$ cat src/rtl/bcd_uart_tx.sv
// -----------------------------------------------------------------------------
// bcd_uart_tx
//
// Sends a 3-digit packed BCD value over a UART transmit line. Each accepted
// start sends one 5-character line: hundreds, tens and units as ASCII, then
// CR and LF. The serial format is 8N1, LSB first, with a bit period of
// DIV = CLK_HZ/BAUD clock cycles.
//
// Parameters:
//   CLK_HZ   - clock frequency in Hz
//   BAUD     - bit rate; CLK_HZ/BAUD (truncated) must be at least 2
//   BLANK_LZ - 1: leading-zero digits are sent as a space; 0: sent as '0'
//
// Ports:
//   clk   - clock; all logic runs on its rising edge
//   rst   - asynchronous active-high reset; aborts any line in progress
//   bcd   - [11:8] hundreds, [7:4] tens, [3:0] units; captured when a start
//           is accepted
//   start - request to send one line; accepted only while busy is low
//   busy  - high while a line is being sent
//   done  - single-cycle pulse when the last stop bit of a line completes
//   txd   - serial output, idles high, driven straight from a register
// -----------------------------------------------------------------------------
module bcd_uart_tx #(
  parameter int CLK_HZ   = 50000000,
  parameter int BAUD     = 115200,
  parameter bit BLANK_LZ = 1'b1
) (
  input  logic        clk,
  input  logic        rst,
  input  logic [11:0] bcd,
  input  logic        start,
  output logic        busy,
  output logic        done,
  output logic        txd
);

  localparam int DIV   = CLK_HZ / BAUD;
  localparam int CNT_W = (DIV > 1) ? $clog2(DIV) : 1;

  localparam logic [CNT_W-1:0] BAUD_LAST = CNT_W'(DIV - 1);
  localparam logic [2:0]       BIT_LAST  = 3'd7;
  localparam logic [2:0]       CHR_LAST  = 3'd4;

  typedef enum logic [1:0] {
    S_IDLE,
    S_START,
    S_DATA,
    S_STOP
  } state_t;

  state_t           state_q;
  logic [CNT_W-1:0] baud_q;
  logic [CNT_W-1:0] baud_d;
  logic [2:0]       bit_q;
  logic [2:0]       bit_d;
  logic [2:0]       chr_q;
  logic [2:0]       chr_d;
  logic [11:0]      bcd_q;
  logic             txd_q;
  logic             busy_q;
  logic             done_q;

  logic [7:0]       cur_chr;
  logic             baud_last;

  // One digit to ASCII. Digits A-F have no decimal glyph and become '?'.
  function automatic logic [7:0] digit_char(input logic [3:0] d,
                                            input logic       blank);
    logic [7:0] c;
    if (blank) begin
      c = 8'h20;
    end else if (d > 4'd9) begin
      c = 8'h3F;
    end else begin
      c = 8'h30 + {4'h0, d};
    end
    return c;
  endfunction

  // Character at position idx of the line. Blanking looks at the raw digit
  // value, so an invalid digit is nonzero and stops leading-zero blanking.
  // The units digit is never blanked so a value of zero still shows "0".
  function automatic logic [7:0] char_at(input logic [2:0]  idx,
                                         input logic [11:0] val);
    logic [3:0] h;
    logic [3:0] t;
    logic [3:0] u;
    logic       h_zero;
    logic       t_zero;
    logic [7:0] c;
    h      = val[11:8];
    t      = val[7:4];
    u      = val[3:0];
    h_zero = (h == 4'd0);
    t_zero = (t == 4'd0);
    case (idx)
      3'd0:    c = digit_char(h, BLANK_LZ && h_zero);
      3'd1:    c = digit_char(t, BLANK_LZ && h_zero && t_zero);
      3'd2:    c = digit_char(u, 1'b0);
      3'd3:    c = 8'h0D;
      default: c = 8'h0A;
    endcase
    return c;
  endfunction

  always_comb begin
    cur_chr   = char_at(chr_q, bcd_q);
    baud_last = (baud_q == BAUD_LAST);
    baud_d    = baud_q + {{(CNT_W-1){1'b0}}, 1'b1};
    bit_d     = bit_q + 3'd1;
    chr_d     = chr_q + 3'd1;
  end

  // Transmit FSM. Every output is a register so txd cannot glitch. The
  // character byte for the next bit is looked up from the captured digits,
  // which lets the line continue unaffected by later changes on bcd.
  always_ff @(posedge clk or posedge rst) begin
    if (rst) begin
      state_q <= S_IDLE;
      baud_q  <= '0;
      bit_q   <= '0;
      chr_q   <= '0;
      bcd_q   <= '0;
      txd_q   <= 1'b1;
      busy_q  <= 1'b0;
      done_q  <= 1'b0;
    end else begin
      done_q <= 1'b0;
      case (state_q)
        S_IDLE: begin
          // busy is already low in the done cycle, so a start there is
          // accepted and the next start bit follows one idle-high cycle.
          if (start) begin
            bcd_q   <= bcd;
            chr_q   <= '0;
            bit_q   <= '0;
            baud_q  <= '0;
            txd_q   <= 1'b0;
            busy_q  <= 1'b1;
            state_q <= S_START;
          end
        end

        S_START: begin
          if (baud_last) begin
            baud_q  <= '0;
            bit_q   <= '0;
            txd_q   <= cur_chr[0];
            state_q <= S_DATA;
          end else begin
            baud_q <= baud_d;
          end
        end

        S_DATA: begin
          if (baud_last) begin
            baud_q <= '0;
            if (bit_q == BIT_LAST) begin
              bit_q   <= '0;
              txd_q   <= 1'b1;
              state_q <= S_STOP;
            end else begin
              bit_q <= bit_d;
              txd_q <= cur_chr[bit_d];
            end
          end else begin
            baud_q <= baud_d;
          end
        end

        S_STOP: begin
          if (baud_last) begin
            baud_q <= '0;
            if (chr_q != CHR_LAST) begin
              chr_q   <= chr_d;
              txd_q   <= 1'b0;
              state_q <= S_START;
            end else begin
              chr_q   <= '0;
              busy_q  <= 1'b0;
              done_q  <= 1'b1;
              state_q <= S_IDLE;
            end
          end else begin
            baud_q <= baud_d;
          end
        end

        default: begin
          state_q <= S_IDLE;
          baud_q  <= '0;
          bit_q   <= '0;
          chr_q   <= '0;
          txd_q   <= 1'b1;
          busy_q  <= 1'b0;
        end
      endcase
    end
  end

  assign busy = busy_q;
  assign done = done_q;
  assign txd  = txd_q;

endmodule

$ cat config.mk
export PLATFORM = sky130hd
export DESIGN_NAME = bcd_uart_tx
export DESIGN_NICKNAME = d
export VERILOG_FILES = /design/src/rtl/bcd_uart_tx.sv
export SDC_FILE = /design/constraint.sdc
export NUM_CORES = 1
export LEC_CHECK = 0
export CAP_MARGIN = 5
export CELL_PAD_IN_SITES_DETAIL_PLACEMENT = 0
export CELL_PAD_IN_SITES_GLOBAL_PLACEMENT = 2
export CORE_ASPECT_RATIO = 1.25
export CORE_MARGIN = 2
export CORE_UTILIZATION = 40
export CTS_CLUSTER_SIZE = 12
export DETAILED_ROUTE_END_ITERATION = 6
export HOLD_SLACK_MARGIN = 0.15
export PLACE_DENSITY = 0.91
export SETUP_SLACK_MARGIN = 0.1
export SYNTH_ARGS = -nofsm -noshare
export SYNTH_HDL_FRONTEND = slang
export SYNTH_SLANG_ARGS = --single-unit
$ cat constraint.sdc
create_clock -name clk -period 4.7 [get_ports clk]
set_clock_uncertainty 0.05 [all_clocks]
set_input_delay 0.47 -clock clk [delete_from_list [all_inputs] [get_ports clk]]
set_output_delay 0.47 -clock clk [all_outputs]
set_load 0.01 [all_outputs]
### Word-level counts from Yosys, hierarchy flattened

Index checks and enable logic that the tools add are counted.

* add/subtract/negate cells: 6
* order comparisons: 4
* eq/ne operators: 16
* muxes and demuxes: 40
* reduce and logical (&&, ||, !) cells: 14

Operator list (number)
* 7-bit two-way mux: 5
* 8-bit case mux with 4 select lines: 1
* 6-bit by 4-bit adder with 7-bit output (first input constant): 3
* 3-bit two-way mux: 6
* 9-bit two-way mux: 2
* 9-bit case mux with 2 select lines: 1
* 1-bit two-way mux: 14
* 2-bit != test (second input constant): 7
* 4-bit greater-than comparator (second input constant): 3
* 2-bit two-way mux: 5
* 5-bit AND reduction: 2
* 9-bit by 1-bit adder with 9-bit output (second input constant): 1
* 9-bit equality test (second input constant): 1
* 3-bit case mux with 3 select lines: 1
* 4-bit logical NOT: 2
* 2-bit case mux with 4 select lines: 1
* 4-bit AND reduction: 2
* 3-bit by 1-bit adder with 3-bit output (second input constant): 2
* 3-bit by 2-bit equality test with 1-bit output (second input constant): 2
* 3-bit case mux with 2 select lines: 1
* 2-bit equality test (second input constant): 2
* 3-bit by 4-bit < comparator with 1-bit output (second input constant): 1
* 1-bit case mux with 4 select lines: 1
* 1-bit binary-select mux with 3-bit select: 1
* other kinds (13): 13

* register bits: 32
* bits of input ports: 15
* output and inout port bits: 3

### Logic depth before layout (Yosys ltp)

* depth after elaboration: 9
* depth in mapped cells: 8

### Least setup slack after synthesis

OpenSTA, ideal clock, no wires.

* kind: register -> register
* from: register state_q[0]
* to: register bit_q[0]
* arrival: 1.676 ns
* slack: 2.850 ns
* cell stages (with the launch flop): 8
* path buffers: 2
* period minus slack after synthesis: 1.850 ns
* cell sequence: dfrtp_1 > inv_1 > ha_1 > nor2b_1 > clkbuf_1 > buf_2 > nor2_1 > mux2_2

* cells in the longest elaborated chain, start to end: 3

RTL lines
* start, declared: RTL line 52 `state_t state_q;`
* start signal, assigned: RTL line 120 `state_q <= S_IDLE;`
* start signal, assigned: RTL line 141 `state_q <= S_START;`
* start signal, assigned: RTL line 150 `state_q <= S_DATA;`
* 2-bit by 1-bit equality test with 1-bit output (tied with other cells): RTL line 130 `case (state_q)`
* 2-bit != test (no source line) / 3-bit nonzero test (equally long branches)
* 4-bit AND reduction (no source line)
* end signal, assigned: RTL line 164 `bit_q <= bit_d;`
* end, declared: RTL line 55 `logic [2:0] bit_q;`

Parallel ways exist; a longest one is shown, timed or not.
A chain may end at the register's enable or synchronous reset.

### Final worst setup path

* from: register state_q[0]
* to: register baud_q[8]

* cells in the longest elaborated chain, start to end: 3

RTL lines
* 2-bit equality test / 2-bit by 1-bit equality test with 1-bit output (equally long branches): RTL line 130
* 3-bit OR reduction (no source line)
* 9-bit case mux with 2 select lines: RTL line 130
* end signal, assigned: RTL line 152 `baud_q <= baud_d;`
* end signal, assigned: RTL line 168 `baud_q <= baud_d;`
* end signal, assigned: RTL line 186 `baud_q <= baud_d;`
* end, declared: RTL line 53 `logic [CNT_W-1:0] baud_q;`

Parallel ways exist; a longest one is shown, timed or not.

==> results_dict.tcl <==
set metrics [dict create \
    fin_crit_sh_pct 53.2 \
    drt_iter0_drc 55 \
    maxCapViolations 0 \
    synth_fp_nets 222 \
    globalplace.congestion 0.848 \
    grt_first_pass_wirelength_um 7630 \
    core_area_um2 4760 \
    hold_end "busy$_DFFE_PP0P_" \
    post_cts.repair.setup_buffers 0 \
    num_vias 1516 \
    relSlewSlack_pct 30.0 \
    die_area_um2 5520 \
    setup_viol 0 \
    cts_resized 0 \
    max_freq_mhz 400 \
    hold_slack_ns 0.457 \
    die_x_um 66.9 \
    cts_tree "built" \
    antenna_left 0 \
    crit_chain "inv_1 -> ha_1 -> nor2b_1 -> nor4_2 -> and4b_1 -> a21oi_1 -> o22ai_1" \
    clock-root-buffer "clkbuf_8" \
    cts-buffers-inserted 5 \
    netlist_area_um2 1980 \
    area_delta_synth_final_pct 17.3 \
    worstMarginPinSlew_ns 1.05 \
    clkTransAtPathRegs_ns 0.07 \
    crit_buf_inv 1 \
    rsz0062_at_grt "false" \
    ys_types 58 \
    rows 28 \
    numPortBuffers 17 \
    syn_avg_cell_area_um2 10.2 \
    p_leak_uw 0.00103 \
    reg2reg_to "baud_q[8]$_DFFE_PP0N_" \
    yosysWarnings 0 \
    crit_cells 7 \
    synth-seq-cells 32 \
    status "finished, final reports clean" \
    first_global_vias 1638 \
    initial_core_util_pct 41.5 \
    place.detailed.instances 264 \
    synth_edf_count 0 \
    period_minus_slack_ns 2.50 \
    hold_buffers 0 \
    gr-usage-all-layers_pct 18.2 \
    cp_slowest_cell "nor2b_1" \
    r2r_start "state_q[0]$_DFFE_PP0P_" \
    critPathRequiredTime_ns 4.80 \
    hold_viol 0 \
    cts.sinks 32 \
    setup.worst_path.end_class "register" \
    drt_pass1_iterations 4 \
    htreeDepth 2 \
    tns_ns 0 \
    start_kind "register" \
    nFillCells 474 \
    routed_wl_um 4320 \
    critPathKind "reg2reg" \
    synth_cells 193 \
    grt_max_degree 33 \
    hp-class "reg2reg" \
    fin_cells 272 \
    r2r_slack_ns 2.20 \
    ir_drop_v 0.000138 \
    slew_violations 0 \
    overflow 0 \
    final_net_count 240 \
    drc 0 \
    wl_per_cell_um 15.9 \
    synth.yosys.seq_area_share_pct 40.6 \
    grt_antenna_before_repair 0 \
    die_height_um 82.6 \
    power-per-cell-area_nw_per_um2 252 \
    synth.area.top_cells "dfrtp_1 (39%), ha_1 (8.9%), mux2_2 (8.0%)" \
    reg2regPathDepth 7 \
    ys.flop_type "dfrtp_1" \
    cp_max_fo 16 \
    critPathArrivalTime_ns 2.60 \
    power.total_uw 585 \
    synth.largest_area_cell "dfrtp_1" \
    holdPathStages 1 \
    drive_gt1_share_pct 15.6 \
    crit_family "simple AND/OR/NAND/NOR gates" \
    cts.path.max_buffers 2 \
    finish.utilization_pct 48.7 \
    antenna_cells 0 \
    dp_hpwl_um 3250 \
    min-delay-start "busy$_DFFE_PP0P_" \
    viasPerCell 5.57 \
    num_io_pins 18 \
    async_flop_share_pct 100 \
    synthDominantCellAreaShare_pct 39.2 \
    clock_latency_ns 0.29 \
    critPathMaxStageDelay_ns 0.87 \
]
## cells in the final DEF (no fill, tap or decap), types with 4 or more instances in the layout
cell             instances
dfrtp_1                 31
clkdlybuf4s50_1         17
nor2_1                  16
mux2_2                  14
ha_1                    14
nand2_1                 13
inv_1                   12
a21oi_1                  9
clkbuf_8                 7
nand3_1                  6
o21ai_0                  5
xnor2_1                  4
## registers in the layout, indices dropped and copies added (netlist names)
name,flops
bcd_q,12
txd,1
state_q,2
chr_q,3
bit_q,3
busy,1
done,1
baud_q,9
## how the worst max path moves through the flow
stage / from / endpoint / slack (ns)
finish: state_q[0]$_DFFE_PP0P_ / baud_q[8]$_DFFE_PP0N_ / 2.20
global route: state_q[1]$_DFFE_PP0P_ / chr_q[1]$_DFFE_PP0P_ / 1.92
CTS: state_q[1]$_DFFE_PP0P_ / baud_q[8]$_DFFE_PP0N_ / 2.21
detailed placement: start / baud_q[8]$_DFFE_PP0N_ / 2.17
global placement: start / baud_q[8]$_DFFE_PP0N_ / 2.24
floorplan: state_q[0]$_DFFE_PP0P_ / bit_q[0]$_DFFE_PP0P_ / 2.85
## per-layer routing
metal | vias to the layer above | GRT usage [%] | wire length [um]
li1 | 745 | - | -
met5 | - | 0 | 0
met1 | 736 | 19.7 | 1780
met2 | 29 | 34.9 | 2340
met4 | 0 | 6.12 | 65
met3 | 6 | 3.79 | 135
## area by class of cell
class / instances / area (um^2) / share of cell area, %
Sequential cell: 32 / 802 / 34.6
Clock inverter: 1 / 30.0 / 1.29
Timing Repair Buffer: 18 / 178 / 7.66
Tap cell: 60 / 75.1 / 3.24
Multi-Input combinational cell: 142 / 1090 / 47.1
Clock buffer: 7 / 96.3 / 4.15
Inverter: 12 / 45.0 / 1.94
## kinds of logic after synthesis
| kind of cell | synth area share, % |
|---|---|
| simple gates | 17.5 |
| compound gates | 16.6 |
| flops | 40.6 |
| buf+inv | 4.11 |
| mux | 9.75 |
| fa+ha+maj | 8.86 |
| xor+xnor | 2.66 |
## cell usage after synthesis (3+ instances only)
master / n
a21oi_1: 9
clkbuf_1: 3
dfrtp_1: 31
ha_1: 14
inv_1: 12
mux2_2: 14
nand2_1: 13
nand2b_1: 3
nand3_1: 6
nor2_1: 16
nor3_1: 3
nor4_1: 3
o21ai_0: 5
o31ai_1: 3
xnor2_1: 4
## through the flow
step | setup WS [ns] | cell area [um^2]
4_1_cts | 2.21 | 2320
2_1_floorplan | 2.85 | 1980
3_3_place_gp | 2.24 | 2190
6_report | 2.20 | 2320
5_1_grt | 1.92 | 2320
3_5_place_dp | 2.17 | 2190
## report_power, final
| group | internal [uW] | switching (uW) | total (uW) |
|---|---|---|---|
| sequential | 275 | 0 | 275 |
| combinational | 10.7 | 6.93 | 17.6 |
| clock | 187 | 104 | 292 |
| total | 473 | 111 | 585 |
Power figures use the tool's default switching activity.
